[src/rtl/mem_access_stage.sv]
// Pipeline memory stage: runs loads and stores to an external data RAM over a req/ack handshake,
// stalls upstream while an access is outstanding, and drives the registered writeback bus.
module mem_access_stage #(
   parameter int unsigned DATA_W  = 32,
   parameter int unsigned ADDR_W  = 10,
   parameter int unsigned TIMEOUT = 16
) (
   input  logic              clk,
   input  logic              rst,
   input  logic [DATA_W-1:0] mResult,
   input  logic [31:0]       mAddr,
   input  logic [3:0]        mRd,
   input  logic              mRdEnable,
   input  logic              mLoad,
   input  logic              mStore,
   output logic              mem_req,
   output logic              mem_we,
   output logic [ADDR_W-1:0] mem_addr,
   output logic [DATA_W-1:0] mem_wdata,
   input  logic [DATA_W-1:0] mem_rdata,
   input  logic              mem_ack,
   output logic              Stall,
   output logic [DATA_W-1:0] wResult,
   output logic [3:0]        wRd,
   output logic              wRdEnable,
   output logic              mem_err
);

   localparam int unsigned CNT_W = $clog2(TIMEOUT);

   localparam logic [0:0] StIdle = 1'b0;
   localparam logic [0:0] StWait = 1'b1;

   logic [0:0]        state_q, state_d;
   logic              mem_req_q, mem_req_d;
   logic              mem_we_q, mem_we_d;
   logic [ADDR_W-1:0] mem_addr_q, mem_addr_d;
   logic [DATA_W-1:0] mem_wdata_q, mem_wdata_d;
   logic [DATA_W-1:0] w_result_q, w_result_d;
   logic [3:0]        w_rd_q, w_rd_d;
   logic              w_rd_en_q, w_rd_en_d;
   logic              mem_err_q, mem_err_d;
   logic [CNT_W-1:0]  cnt_q, cnt_d;
   logic              load_q, load_d;
   logic              rd_en_q, rd_en_d;

   logic access;
   logic timeout_hit;
   logic unused_addr_bits;

   assign access           = mLoad | mStore;
   assign timeout_hit      = (cnt_q == CNT_W'(TIMEOUT - 1));
   assign unused_addr_bits = ^mAddr;

   always_comb begin
      state_d     = state_q;
      mem_req_d   = mem_req_q;
      mem_we_d    = mem_we_q;
      mem_addr_d  = mem_addr_q;
      mem_wdata_d = mem_wdata_q;
      w_result_d  = w_result_q;
      w_rd_d      = w_rd_q;
      w_rd_en_d   = 1'b0;
      mem_err_d   = mem_err_q;
      cnt_d       = cnt_q;
      load_d      = load_q;
      rd_en_d     = rd_en_q;
      Stall       = 1'b0;

      unique case (state_q)
         StIdle: begin
            if (access) begin
               Stall       = 1'b1;
               state_d     = StWait;
               mem_req_d   = 1'b1;
               mem_we_d    = mStore & ~mLoad;
               mem_addr_d  = mAddr[ADDR_W-1:0];
               mem_wdata_d = mResult;
               w_rd_d      = mRd;
               load_d      = mLoad;
               rd_en_d     = mRdEnable;
               cnt_d       = '0;
               // Conflicting load+store runs as a load but is flagged.
               if (mLoad & mStore) begin
                  mem_err_d = 1'b1;
               end
            end else begin
               w_result_d = mResult;
               w_rd_d     = mRd;
               w_rd_en_d  = mRdEnable;
            end
         end
         StWait: begin
            // Ack takes priority over a coinciding timeout.
            Stall = ~mem_ack & ~timeout_hit;
            if (mem_ack) begin
               state_d   = StIdle;
               mem_req_d = 1'b0;
               if (load_q) begin
                  w_result_d = mem_rdata;
                  w_rd_en_d  = rd_en_q;
               end
            end else if (timeout_hit) begin
               state_d   = StIdle;
               mem_req_d = 1'b0;
               mem_err_d = 1'b1;
            end else begin
               cnt_d = cnt_q + 1'b1;
            end
         end
         default: begin
            state_d   = StIdle;
            mem_req_d = 1'b0;
         end
      endcase

      if (rst) begin
         Stall = 1'b0;
      end
   end

   always_ff @(posedge clk or posedge rst) begin
      if (rst) begin
         state_q     <= StIdle;
         mem_req_q   <= 1'b0;
         mem_we_q    <= 1'b0;
         mem_addr_q  <= '0;
         mem_wdata_q <= '0;
         w_result_q  <= '0;
         w_rd_q      <= '0;
         w_rd_en_q   <= 1'b0;
         mem_err_q   <= 1'b0;
         cnt_q       <= '0;
         load_q      <= 1'b0;
         rd_en_q     <= 1'b0;
      end else begin
         state_q     <= state_d;
         mem_req_q   <= mem_req_d;
         mem_we_q    <= mem_we_d;
         mem_addr_q  <= mem_addr_d;
         mem_wdata_q <= mem_wdata_d;
         w_result_q  <= w_result_d;
         w_rd_q      <= w_rd_d;
         w_rd_en_q   <= w_rd_en_d;
         mem_err_q   <= mem_err_d;
         cnt_q       <= cnt_d;
         load_q      <= load_d;
         rd_en_q     <= rd_en_d;
      end
   end

   assign mem_req   = mem_req_q;
   assign mem_we    = mem_we_q;
   assign mem_addr  = mem_addr_q;
   assign mem_wdata = mem_wdata_q;
   assign wResult   = w_result_q;
   assign wRd       = w_rd_q;
   assign wRdEnable = w_rd_en_q;
   assign mem_err   = mem_err_q;

endmodule

[config.mk]
export PLATFORM = sky130hd
export DESIGN_NAME = mem_access_stage
export DESIGN_NICKNAME = d
export VERILOG_FILES = /design/src/rtl/mem_access_stage.sv
export SDC_FILE = /design/constraint.sdc
export NUM_CORES = 1
export LEC_CHECK = 0
export ABC_AREA = 0
export CORE_ASPECT_RATIO = 0.6
export CORE_MARGIN = 3
export CORE_UTILIZATION = 44
export CTS_BUF_LIST = sky130_fd_sc_hd__clkbuf_16
export DETAILED_ROUTE_END_ITERATION = 16
export HOLD_SLACK_MARGIN = 0.06
export PLACE_DENSITY = 0.86
export SLEW_MARGIN = 20
export SYNTH_ARGS = -nofsm -noshare
export SYNTH_HDL_FRONTEND = slang
export SYNTH_SLANG_ARGS = --single-unit
[constraint.sdc]
create_clock -name clk -period 8.25 [get_ports clk]
set_clock_uncertainty 0.05 [all_clocks]
set_input_delay 0.825 -clock clk [delete_from_list [all_inputs] [get_ports clk]]
set_output_delay 0.825 -clock clk [all_outputs]
set_load 0.01 [all_outputs]
# ---- Word-level counts from Yosys, hierarchy flattened
# Cells that the tools add are included.
dict set report totals {
  regBits 89
  output_inout_bits 83
}
dict set report classes {
  addsub 1
  n_eq_ne 10
  mux 27
  bitwise_logic 8
  n_reduce_logical 5
}
# cell count
set op_table {}
lappend op_table {{$mux 32} 3}
lappend op_table {{$pmux 32 s2} 1}
lappend op_table {{$mux 1} 14}
lappend op_table {{$mux 4} 3}
lappend op_table {{$ne 2x2->1 const B} 6}
lappend op_table {{$pmux 1 s2} 5}
lappend op_table {{$pmux 4 s2} 1}
lappend op_table {{$reduce_and 3->1} 2}
lappend op_table {{$add 4x1->4 const B} 1}
lappend op_table {{$eq 4x4->1 const B} 1}
lappend op_table {{$ne 2x1->1 const B} 2}
lappend op_table {{$not 1->1} 4}
lappend op_table {{$reduce_and 2->1} 2}
lappend op_table {{$reduce_and 4->1} 1}
lappend op_table {{$and 1x1->1} 3}
lappend op_table {{$ne 3x2->1 const B} 1}
lappend op_table {{$or 1x1->1} 1}

# ---- Depth between registers and ports, before layout
# Gate-level depths: netlist (run 1).
dict set report logic_depth {
  depth_word 5
  ltp_mapped 6
}

# ---- Worst setup path before layout (run 1)
# No wires, ideal clock.
dict set report synth_timing {
  path_type {input -> output}
  start {input mLoad}
  end {output Stall}
  t_arrival_ns 1.378
  t_required_ns 7.375
  path_slack_ns 5.997
  stages 4
  path_buffers 2
  path_cell_list {o21bai_4 -> buf_6 -> buf_6 -> a21oi_1}
}
dict set report synth_via {
  elab_chain_cells 4
}
# item line_no
set synth_lines {}
lappend synth_lines {{from (decl)} 14} ;# input logic mLoad,
lappend synth_lines {{$or 1x1->1} 51} ;# assign access = mLoad | mStore;
lappend synth_lines {{$mux 1} 72} ;# if (access) begin
lappend synth_lines {{$pmux 1 s2} 70} ;# unique case (state_q)
lappend synth_lines {{$mux 1} 117} ;# if (rst) begin
lappend synth_lines {{to (decl)} 22} ;# output logic Stall,
# No other way between the ends.

# ---- Worst setup path in the final report (run 1)
dict set report layout_timing {
  start {register state_q}
  end {output Stall}
}
dict set report layout_via {
  elab_chain_cells 3
}
# item line_no
set layout_lines {}
lappend layout_lines {{from (decl)} 34} ;# logic [0:0] state_q, state_d;
lappend layout_lines {{from (signal assigned)} 124} ;# state_q <= StIdle;
lappend layout_lines {{from (signal assigned)} 137} ;# state_q <= state_d;
lappend layout_lines {{$not 1->1 (no line)} n/a}
lappend layout_lines {{$pmux 1 s2 *} 70}
lappend layout_lines {{$mux 1 *} 117}
# Mark *: on every way between the ends. The rest lies on a longest branch, timed or not.

==> summary.txt, run 1 <==
Status
  – Status: finished, final reports clean

Finish
  – N_diodes: 0
  – Fill cell count: between 500 and 600
  – Layout cells sized above 1: 31.21%
  – Most frequent cells in the layout: clkdlybuf4s50_1, mux2_2, dfrtp_1
  – Nets: 525
  – Layout area overhead: 52.58%
  – Most common cell after layout, fill and taps aside: clkdlybuf4s50_1

Synthesis
  – Syn Nets: 358
  – Mean post-synth cell area: 15.35 um^2
  – Area contributors post-synth: dfrtp_1, mux2_2, mux2_4, buf_6, buf_4
  – Synth warn: 0
  – Synth top area share: between 50% and 60%
  – Cells after synthesis: roughly 250
  – Unique masters post-synth: 24
  – Synthesized area: 3852 um^2
  – Post-synth top area cell: dfrtp_1
  – Register area share after synthesis: between 50 and 60%
  – #FFs+latches synth: 89

STA
  – Tcrit/Tclk final: 42.38%
  – Hold slack: 0.4414 ns
  – Worst slew pin tran: 1.078 ns
  – Endpoints failing setup: 0
  – Final hold vios: 0
  – Max Slew Vio Count: 0
  – Fmax: 0.2860 GHz
  – Final setup TNS: 0 ns
  – Final min period: 3.496 ns
  – Worst relative slew slack: 28.15%
  – RSZ-0062 raised after global routing: no

Global route
  – Largest net degree at the start of global routing: between 40 and 50
  – Antenna violations before repair: 0
  – Vias in the first global route: 2,909
  – First-pass GRT wire length: 15.64 mm
  – Total gr overflow: 0
  – Total GRT Usage: 20.25%

Drt
  – DR WL/cell: between 15 and 20 um
  – Residual DRC: 0
  – Via count: about 2,700
  – Pre-Repair DR Iteration Count: 4
  – Post-route ant nets: 0
  – DRT Wirelength: 9.597 mm
  – Initial DRC Count: 91
  – Vias/cell: 5.004

Floorplan
  – Boundary pin count: 189
  – # rows: 25
  – Die height: 78.48 um
  – Die Span X: 126.8 um
  – Die area: 9951 um^2
  – Starting density of the core: ~47%
  – Total core area: 8195 um^2

Power and ir drop
  – Clk network pwr share: ~22%
  – PwrDens: 329.8 nW/um^2
  – Switch Pwr: 558.0 uW
  – Leak: 2.428 nW
  – Sequential power share: 37.3%
  – Switch share: between 20% and 30%
  – Comb power frac: 40.7%
  – Peak VDD IR: 0.2067 mV
  – Internal power: roughly 1.4 mW

Worst hold path
  – HP Class: reg2reg

Clocking
  – CTS buffer count: 9
  – # Post-CTS Setup Buffers: 0
  – Clk sinks: 89
  – Skew-Pair Late Insertion Delay: 0.34 ns
  – H-tree depth: 3
  – Clock buffer depth: 2
  – Clk root buf: clkbuf_16
  – Worst-path clk slew: 0.06 ns
  – CTS tree: built
  – Post-cts sizing count: 0
  – Cts hold-fix bufs: 0

Critical path
  – Startpoint types: flop
  – Critical path endpoint category: output port
  – Worst path arrival time: 2.62 ns
  – Kind of critical path: reg2out
  – CP Max Fanout: 46
  – Critical path required time: 7.38 ns

Placement
  – Port bufs: 166
  – DP HPWL: 6.829 mm
  – GP Congestion: 0.7484

Flow run
  – Number of max-cap violations: 0
[Yosys cell counts]
library cell / number
mux2_2: 105
dfrtp_1: 89
mux2_4: 6
nand2_1: 6
buf_4: 5
buf_6: 5
inv_1: 5
a21oi_1: 4
nand3_1: 4
o21ai_0: 4
buf_2: 3
mux2i_1: 3
a31oi_1: 1
ha_1: 1
nand3b_1: 1
nand4_1: 1
nor2_1: 1
nor2b_1: 1
nor3_1: 1
o21bai_4: 1
o31ai_1: 1
o31ai_4: 1
o41ai_1: 1
xor2_1: 1
[critical path, cell delays in order, from the launching register on]
cell             delay, ns
dfrtp_2               1.08
nor2b_1               0.26
nand2_1               0.18
a21oi_1               0.18
clkdlybuf4s50_1       0.57
[kinds of logic after synthesis]
family / share of synthesized area, %
buffers and inverters: 3.313
muxes: 33.81
adders and majority gates: 0.3247
AOI/OAI and AO/OA: 2.664
DFF: 57.81
and+or+nand+nor: 1.851
xor gates and xnor gates: 0.2274
[metrics by stage]
step	power, mW	util [%]	cells	setup slack (ns)	cell area, um^2
final	1.939	71.73	531	4.754	5878
after global routing	2.052	71.73	531	4.529	5878
after CTS	1.965	71.73	531	4.706	5878
after detailed placement	1.527	67.91	515	4.916	5565
after global placement	1.503	67.91	515	4.933	5565
after floorplan	1.088	-	251	5.068	3852
[path summary, 6_finish.rpt]
kind / cells past startpoint / slack (ns) / start / endpoint
max: 4 / 4.75 / state_q / Stall
min: 2 / 0.44 / mem_err / mem_err
max reg2reg: 4 / 5.64 / state_q / wResult[9]
min reg2reg: 2 / 0.44 / mem_err / mem_err
max in group asynchronous: 3 / 6.16 / rst / state_q
min in group asynchronous: 2 / 0.91 / rst / mem_wdata[16]
[layout make-up]
class | count | area (um^2) | area share [%]
Sequential cell | 89 | 2228 | 37.91
Clock inverter | 7 | 87.58 | 1.490
Multi-Input combinational cell | 144 | 1498 | 25.48
Tap cell | 108 | 135.1 | 2.299
Clock buffer | 9 | 225.2 | 3.831
Timing Repair Buffer | 169 | 1684 | 28.65
Inverter | 5 | 20.02 | 0.3406
[state kept, by name, summed over array words and instances, names as in the netlist, 4 cells and up]
name / cells
mem_addr: 10
wResult: 32
mem_wdata: 32
wRd: 4
cnt_q: 4
[power groups by stage]
stage          clock network (mW)  registers [mW]  logic [mW]
2_1_floorplan                   0           0.779       0.309
3_5_place_dp                    0           0.730       0.797
5_1_grt                     0.458           0.750       0.844
3_3_place_gp                    0           0.718       0.785
6_report                    0.428           0.723       0.788
4_1_cts                     0.438           0.726       0.801
[layer usage]
metal | global-route usage (%) | routed length (um)
met5 | 0 | 0
met1 | 23.57 | 3955
met3 | 12.71 | 1299
met2 | 31.86 | 4259
met4 | 4.497 | 82
Power figures use the tool's default switching activity.
==> inputs of run 2 (changes only) <==
--- a/config.mk
+++ b/config.mk
@@ -8,11 +8,11 @@
 export ABC_AREA = 0
 export CORE_ASPECT_RATIO = 0.6
 export CORE_MARGIN = 3
-export CORE_UTILIZATION = 44
+export CORE_UTILIZATION = 37
 export CTS_BUF_LIST = sky130_fd_sc_hd__clkbuf_16
 export DETAILED_ROUTE_END_ITERATION = 16
 export HOLD_SLACK_MARGIN = 0.06
-export PLACE_DENSITY = 0.86
+export PLACE_DENSITY = 0.77
 export SLEW_MARGIN = 20
 export SYNTH_ARGS = -nofsm -noshare
 export SYNTH_HDL_FRONTEND = slang
==> constraint.sdc (replaced) <==
create_clock -name clk -period 3 [get_ports clk]
set_clock_uncertainty 0.05 [all_clocks]
set_input_delay 0.3 -clock clk [delete_from_list [all_inputs] [get_ports clk]]
set_output_delay 0.3 -clock clk [all_outputs]
set_load 0.01 [all_outputs]
==> run 2 against run 1 <==
Die area up 18%. Clock power rose to 2.6 times the previous value. Worst setup slack worse by 4.2 ns. Count of clock-buffer cells in the layout unchanged. Wire length up 5.7%. Flip-flop and latch count unchanged. Combinational power rose to 2.8 times the previous value. First-iteration DRC count down 37%. Critical path depth up 1. Core utilization down 12 points. Power rose to 2.7 times the previous value.
==> summary.txt, run 2 (synthesis gave the netlist of run 1 again) <==
Status
  – Status: finished, final reports clean

Drt
  – Initial DRC Count: 57 (-37%)
  – Pre-Repair DR Iteration Count: 4 (unchanged)
  – Vias/cell: 4.836 (-3.3%)
  – Via count: 2,718 (+2.3%)
  – Residual DRC: 0 (unchanged)
  – DR WL/cell: 18.04 um (-0.16%)
  – DRT Wirelength: 10.14 mm (+5.7%)
  – Post-route ant nets: 0 (unchanged)

Critical path
  – Critical R2R Launch: state_q
  – Startpoint types: flop
  – Worst path arrival time: 2.12 ns (-0.50 ns)
  – Critical path required time: 2.65 ns (-4.73 ns)
  – Slowest cell delay on critical path: 0.56 ns (-0.52 ns)
  – Critical-path cell list: ha_1 > nand3_1 > nand2_1 > a21oi_1 > clkdlybuf4s50_1
  – RR Endpoint: wResult[11]
  – CP Max Fanout: 5 (-89%)
  – Critical path endpoint category: output port
  – R2R Setup Slk: 0.95 ns (-4.69 ns)
  – Kind of critical path: reg2out
  – FF-to-FF path depth: 5 (+1)
  – Critical path's slowest cell: clkdlybuf4s50_1
  – Crit path buf inv count: 1 (unchanged)
  – CP top delay family: buffers and inverters

Finish
  – Nets: 529 (+0.76%)
  – Final Non-Filler Cells: 562 (+5.8%)
  – N_diodes: 0 (unchanged)
  – Layout cells sized above 1: 32.32% (+1.1 points)
  – Most frequent cells in the layout: clkdlybuf4s50_1, mux2_2, dfrtp_1
  – Multi-input gate area: 1498 um^2 (unchanged)
  – Fill cell count: 816 (+49%)
  – Layout area overhead: 54.30%
  – Most common cell after layout, fill and taps aside: clkdlybuf4s50_1
  – Register area: 2228 um^2 (unchanged)

Placement
  – Dpl cells: 546 (+6.0%)
  – DP HPWL: 7.429 mm (+8.8%)
  – GP Congestion: 0.7793 (+4.1%)
  – Port bufs: 166 (unchanged)

Clocking
  – Worst-path clk slew: 0.07 ns (about the same)
  – CTS tree: built
  – # Post-CTS Setup Buffers: 0 (unchanged)
  – Clock buffer depth: 2 (unchanged)
  – CTS buffer count: 9 (unchanged)
  – H-tree depth: 3 (unchanged)
  – Skew-Pair Late Insertion Delay: 0.34 ns (about the same)
  – Clk root buf: clkbuf_16
  – Post-cts sizing count: 0 (unchanged)
  – Cts hold-fix bufs: 0 (unchanged)
  – Clk sinks: 89 (unchanged)

STA
  – Final hold vios: 0 (unchanged)
  – Fmax: 0.4048 GHz
  – Final setup TNS: 0 ns (unchanged)
  – RSZ-0062 raised after global routing: no
  – Hold slack: 0.1667 ns (-0.2747 ns)
  – Final min period: 2.471 ns
  – Endpoints failing setup: 0 (unchanged)
  – Worst slew pin tran: 0.6862 ns (-0.3916 ns)
  – Worst relative slew slack: 54.26% (+26 points)
  – Tcrit/Tclk final: just over 80%
  – Max Slew Vio Count: 0 (unchanged)

Floorplan
  – Total core area: 9985 um^2 (+22%)
  – # rows: 28 (+12%)
  – Starting density of the core: 38.58% (-8.4 points)
  – Boundary pin count: 189 (unchanged)
  – Die area: 11,710 um^2 (+18%)
  – Die height: 85.04 um (+8.4%)
  – Die Span X: 137.7 um (+8.6%)

Global route
  – Antenna violations before repair: 0 (unchanged)
  – Total GRT Usage: 17.73% (-2.5 points)
  – Vias in the first global route: 3,012 (+3.5%)
  – First-pass GRT wire length: 15.95 mm (+1.9%)
  – Total gr overflow: 0 (unchanged)
  – Largest net degree at the start of global routing: 49 (unchanged)

Worst hold path
  – HP Class: in2async

Power and ir drop
  – Leak: 2.445 nW (+0.68%)
  – PwrDens: 894.9 nW/um^2 (+170%)
  – Peak VDD IR: 0.5317 mV (+160%)

Flow run
  – Number of max-cap violations: 0 (unchanged)
-- run 2: cell types whose count changed in the layout (fill, tap and decap cells not counted) --
| cell | change |
|---|---|
| buf_12 | +1 |
| inv_6 | +2 |
| bufinv_16 | -1 |
| inv_1 | -2 |
| buf_4 | +3 |
| clkinv_4 | +2 |
| clkinvlp_4 | -1 |
-- run 2: how the worst max path moves through the flow --
| stage | startpoint | to | cells past startpoint |
|---|---|---|---|
| 2_1_floorplan | rst | cnt_q[0] | 1 |
| 3_3_place_gp | mem_ack | Stall | 5 |
| 3_5_place_dp | mLoad | mem_wdata[6] | 4 |
| 4_1_cts | cnt_q[0] | Stall | 5 |
| 5_1_grt | state_q | Stall | 4 |
| 6_report | cnt_q[0] | Stall | 5 |
-- run 2: layer usage --
layer / share of wire, % / track usage (%) / up-vias / routed length (um)
met3: 15 / 10.55 / 10 / 1504
met1: 40 / 20.40 / 1331 / 4034
li1: - / - / 1247 / -
met5: 0 / 0 / - / 0
met4: 0.95 / 4.843 / 0 / 96
met2: 44 / 28.19 / 130 / 4505
-- run 2: final cells by class --
class | count | share of cell area, %
clock buffer | 9 | 3.789
clock inverter | 7 | 1.305
inverter | 5 | 0.3368
multi-input combinational | 144 | 25.19
sequential | 89 | 37.49
tap | 135 | 2.842
timing repair buffer | 173 | 29.05
-- run 2: per-stage QoR --
| step | setup slack (ns) | power, mW | area, um^2 | utilization (%) |
|---|---|---|---|---|
| 2_1_floorplan | 0.3431 | 2.992 | 3852 | - |
| 3_3_place_gp | 0.7124 | 4.162 | 5642 | 56.50 |
| 3_5_place_dp | 0.6745 | 4.224 | 5642 | 56.50 |
| 4_1_cts | 0.5122 | 5.396 | 5944 | 59.54 |
| 5_1_grt | 0.3704 | 5.645 | 5944 | 59.54 |
| 6_report | 0.5293 | 5.320 | 5944 | 59.54 |
-- run 2: power by group --
part           internal, mW  switching (mW)
Combinational          1.41           0.822
Clock                 0.653           0.482
Sequential             1.68           0.273
==> inputs of run 3 (changes only) <==
==> constraint.sdc (replaced) <==
create_clock -name clk -period 2.2 [get_ports clk]
set_clock_uncertainty 0.05 [all_clocks]
set_input_delay 0.22 -clock clk [delete_from_list [all_inputs] [get_ports clk]]
set_output_delay 0.22 -clock clk [all_outputs]
set_load 0.01 [all_outputs]
==> run 3 against run 2 <==
Sequential power up 35%. Sequential share of layout area fell by 0.64 points. Cell count up 0.89%. Power is 40% higher. Core utilization increased by 1.0 points. Wire length is 1.4% lower. Non-clock buffer count increased by 6. Flip-flop and latch count stayed put. Hold slack improved by 0.074 ns. Critical path type unchanged. Worst setup slack worse by 0.26 ns. Die area unchanged.
==> summary.txt, run 3 (synthesis gave the netlist of run 1 again) <==
Clocking
  – CTS buffer count: 9 (unchanged)
  – Post-cts sizing count: 1 (+1)
  – Skew-Pair Late Insertion Delay: 0.33 ns (about the same)
  – Cts hold-fix bufs: 0 (unchanged)
  – Clock buffer depth: 2 (unchanged)
  – Clk sinks: 89 (unchanged)
  – Worst-path clk slew: 0.06 ns (about the same)
  – Clk root buf: clkbuf_16
  – # Post-CTS Setup Buffers: 0 (unchanged)
  – H-tree depth: 3 (unchanged)
  – CTS tree: built

Power and ir drop
  – Switch Pwr: 2.098 mW (+33%)
  – Peak VDD IR: 0.6466 mV (+22%)
  – Internal power: 5.354 mW (+43%)
  – Leak: 2.492 nW (+1.9%)
  – Clk network pwr share: 22.9% (+1.6 points)
  – PwrDens: 1232 nW/um^2 (+38%)
  – Comb power frac: 41.6% (-0.4 points)
  – Sequential power share: 35.4% (-1.3 points)
  – Pwr Total: 7.452 mW (+40%)
  – Switch share: 28.15% (-1.5 points)

Finish
  – Nets: 535 (+1.1%)
  – Most common cell after layout, fill and taps aside: clkdlybuf4s50_1
  – Fin area: 6047 um^2 (+1.7%)
  – Most frequent cells in the layout: clkdlybuf4s50_1, mux2_2, dfrtp_1
  – Layout cells sized above 1: 32.87% (+0.55 points)
  – Fill cell count: 801 (-1.8%)
  – Fin util: 60.56% (+1.0 points)
  – Final Non-Filler Cells: 567 (+0.89%)
  – Layout area overhead: 56.97%
  – N_diodes: 0 (unchanged)

STA
  – Hold slack: 0.2409 ns (+0.07428 ns)
  – Endpoints failing setup: 0 (unchanged)
  – Setup ws final: 0.2708 ns (-0.2586 ns)
  – Final min period: 1.929 ns
  – Final hold vios: 0 (unchanged)
  – RSZ-0062 raised after global routing: no
  – Fmax: 0.5183 GHz
  – Final setup TNS: 0 ns (unchanged)
  – Worst relative slew slack: 65.41% (+11 points)
  – Max Slew Vio Count: 0 (unchanged)
  – Worst slew pin tran: 0.5178 ns (-0.1684 ns)
  – Tcrit/Tclk final: 87.69%

Drt
  – Post-route ant nets: 0 (unchanged)
  – Residual DRC: 0 (unchanged)
  – Initial DRC Count: 111 (+95%)
  – DRT Wirelength: 10.00 mm (-1.4%)
  – Pre-Repair DR Iteration Count: 4 (unchanged)
  – Vias/cell: 4.769 (-1.4%)
  – Via count: 2,704 (-0.52%)
  – DR WL/cell: 17.64 um (-2.2%)

Placement
  – DP HPWL: 7.402 mm (-0.37%)
  – Dpl cells: 552 (+1.1%)
  – GP Congestion: 0.7545 (-3.2%)
  – Port bufs: 166 (unchanged)
  – Place WS: 0.2228 ns (-0.4516 ns)
  – DP Area: 5714 um^2 (+1.3%)

Global route
  – Largest net degree at the start of global routing: 53 (+8.2%)
  – First-pass GRT wire length: 15.86 mm (-0.51%)
  – Total gr overflow: 0 (unchanged)
  – Total GRT Usage: 17.71% (about the same)
  – Vias in the first global route: 2,976 (-1.2%)
  – Antenna violations before repair: 0 (unchanged)

Critical path
  – Worst path arrival time: 1.66 ns (-0.46 ns)
  – FF-to-FF path depth: 4 (-1)
  – Critical path endpoint category: output port
  – Critical path required time: 1.93 ns (-0.72 ns)
  – CP Max Fanout: 4 (-1)
  – Startpoint types: flop
  – Kind of critical path: reg2out

Status
  – Status: finished, final reports clean

Floorplan
  – Starting density of the core: 38.58% (unchanged)
  – Boundary pin count: 189 (unchanged)
  – # rows: 28 (unchanged)
  – Die Span X: 137.7 um (unchanged)
  – Die height: 85.04 um (unchanged)
  – Die area: 11,710 um^2 (unchanged)
  – Total core area: 9985 um^2 (unchanged)

Worst hold path
  – HP Class: in2async

Flow run
  – Number of max-cap violations: 0 (unchanged)
==> run 3: cell types whose count changed in the layout (fill, tap and decap cells not counted), sizes merged <==
cell           change
buf                +6
bufinv             +2
clkdlybuf4s50      -1
clkinv             -4
clkinvlp           +2
dlygate4sd2        +1
inv                -1
==> run 3: cell type report <==
cell class / instances / area, um^2 / area share, %
clock inverters: 6 / 108.9 / 1.800
repair buffers: 179 / 1795 / 29.69
well taps: 135 / 168.9 / 2.793
multi-input cells: 144 / 1498 / 24.77
flip-flops and latches: 89 / 2228 / 36.85
inverters: 5 / 22.52 / 0.3724
clock buffers: 9 / 225.2 / 3.724
==> run 3: worst paths after layout <==
path,from,end,slack [ns]
setup / recovery,cnt_q[0],Stall,0.27
min in group clk,mem_err,mem_err,0.45
hold / removal,rst,mem_wdata[17],0.24
setup reg to reg,state_q,wResult[14],0.43
max in group asynchronous,rst,state_q,1.22
hold reg to reg,mem_err,mem_err,0.45
==> run 3: critical path, cell delays in order, from the launching register on <==
cell,delay [ns]
dfrtp_1,0.41
ha_1,0.24
nand3_1,0.14
nand2_1,0.10
a21oi_1,0.15
dlygate4sd2_1,0.29
==> run 3: power groups by stage <==
| stage | clock network [mW] | registers [mW] | logic, mW |
|---|---|---|---|
| 2_1_floorplan | 0 | 2.92 | 1.16 |
| 3_3_place_gp | 0 | 2.63 | 3.10 |
| 3_5_place_dp | 0 | 2.67 | 3.13 |
| 4_1_cts | 1.77 | 2.65 | 3.15 |
| 5_1_grt | 1.84 | 2.74 | 3.33 |
| 6_report | 1.71 | 2.64 | 3.10 |
==> run 3: metal layers <==
layer / track usage [%] / vias up / part of all wire [%]
met5: 0 / - / 0
li1: - / 1257 / -
met3: 10.90 / 7 / 14
met2: 27.65 / 123 / 44
met4: 4.574 / 0 / 0.79
met1: 20.69 / 1317 / 40
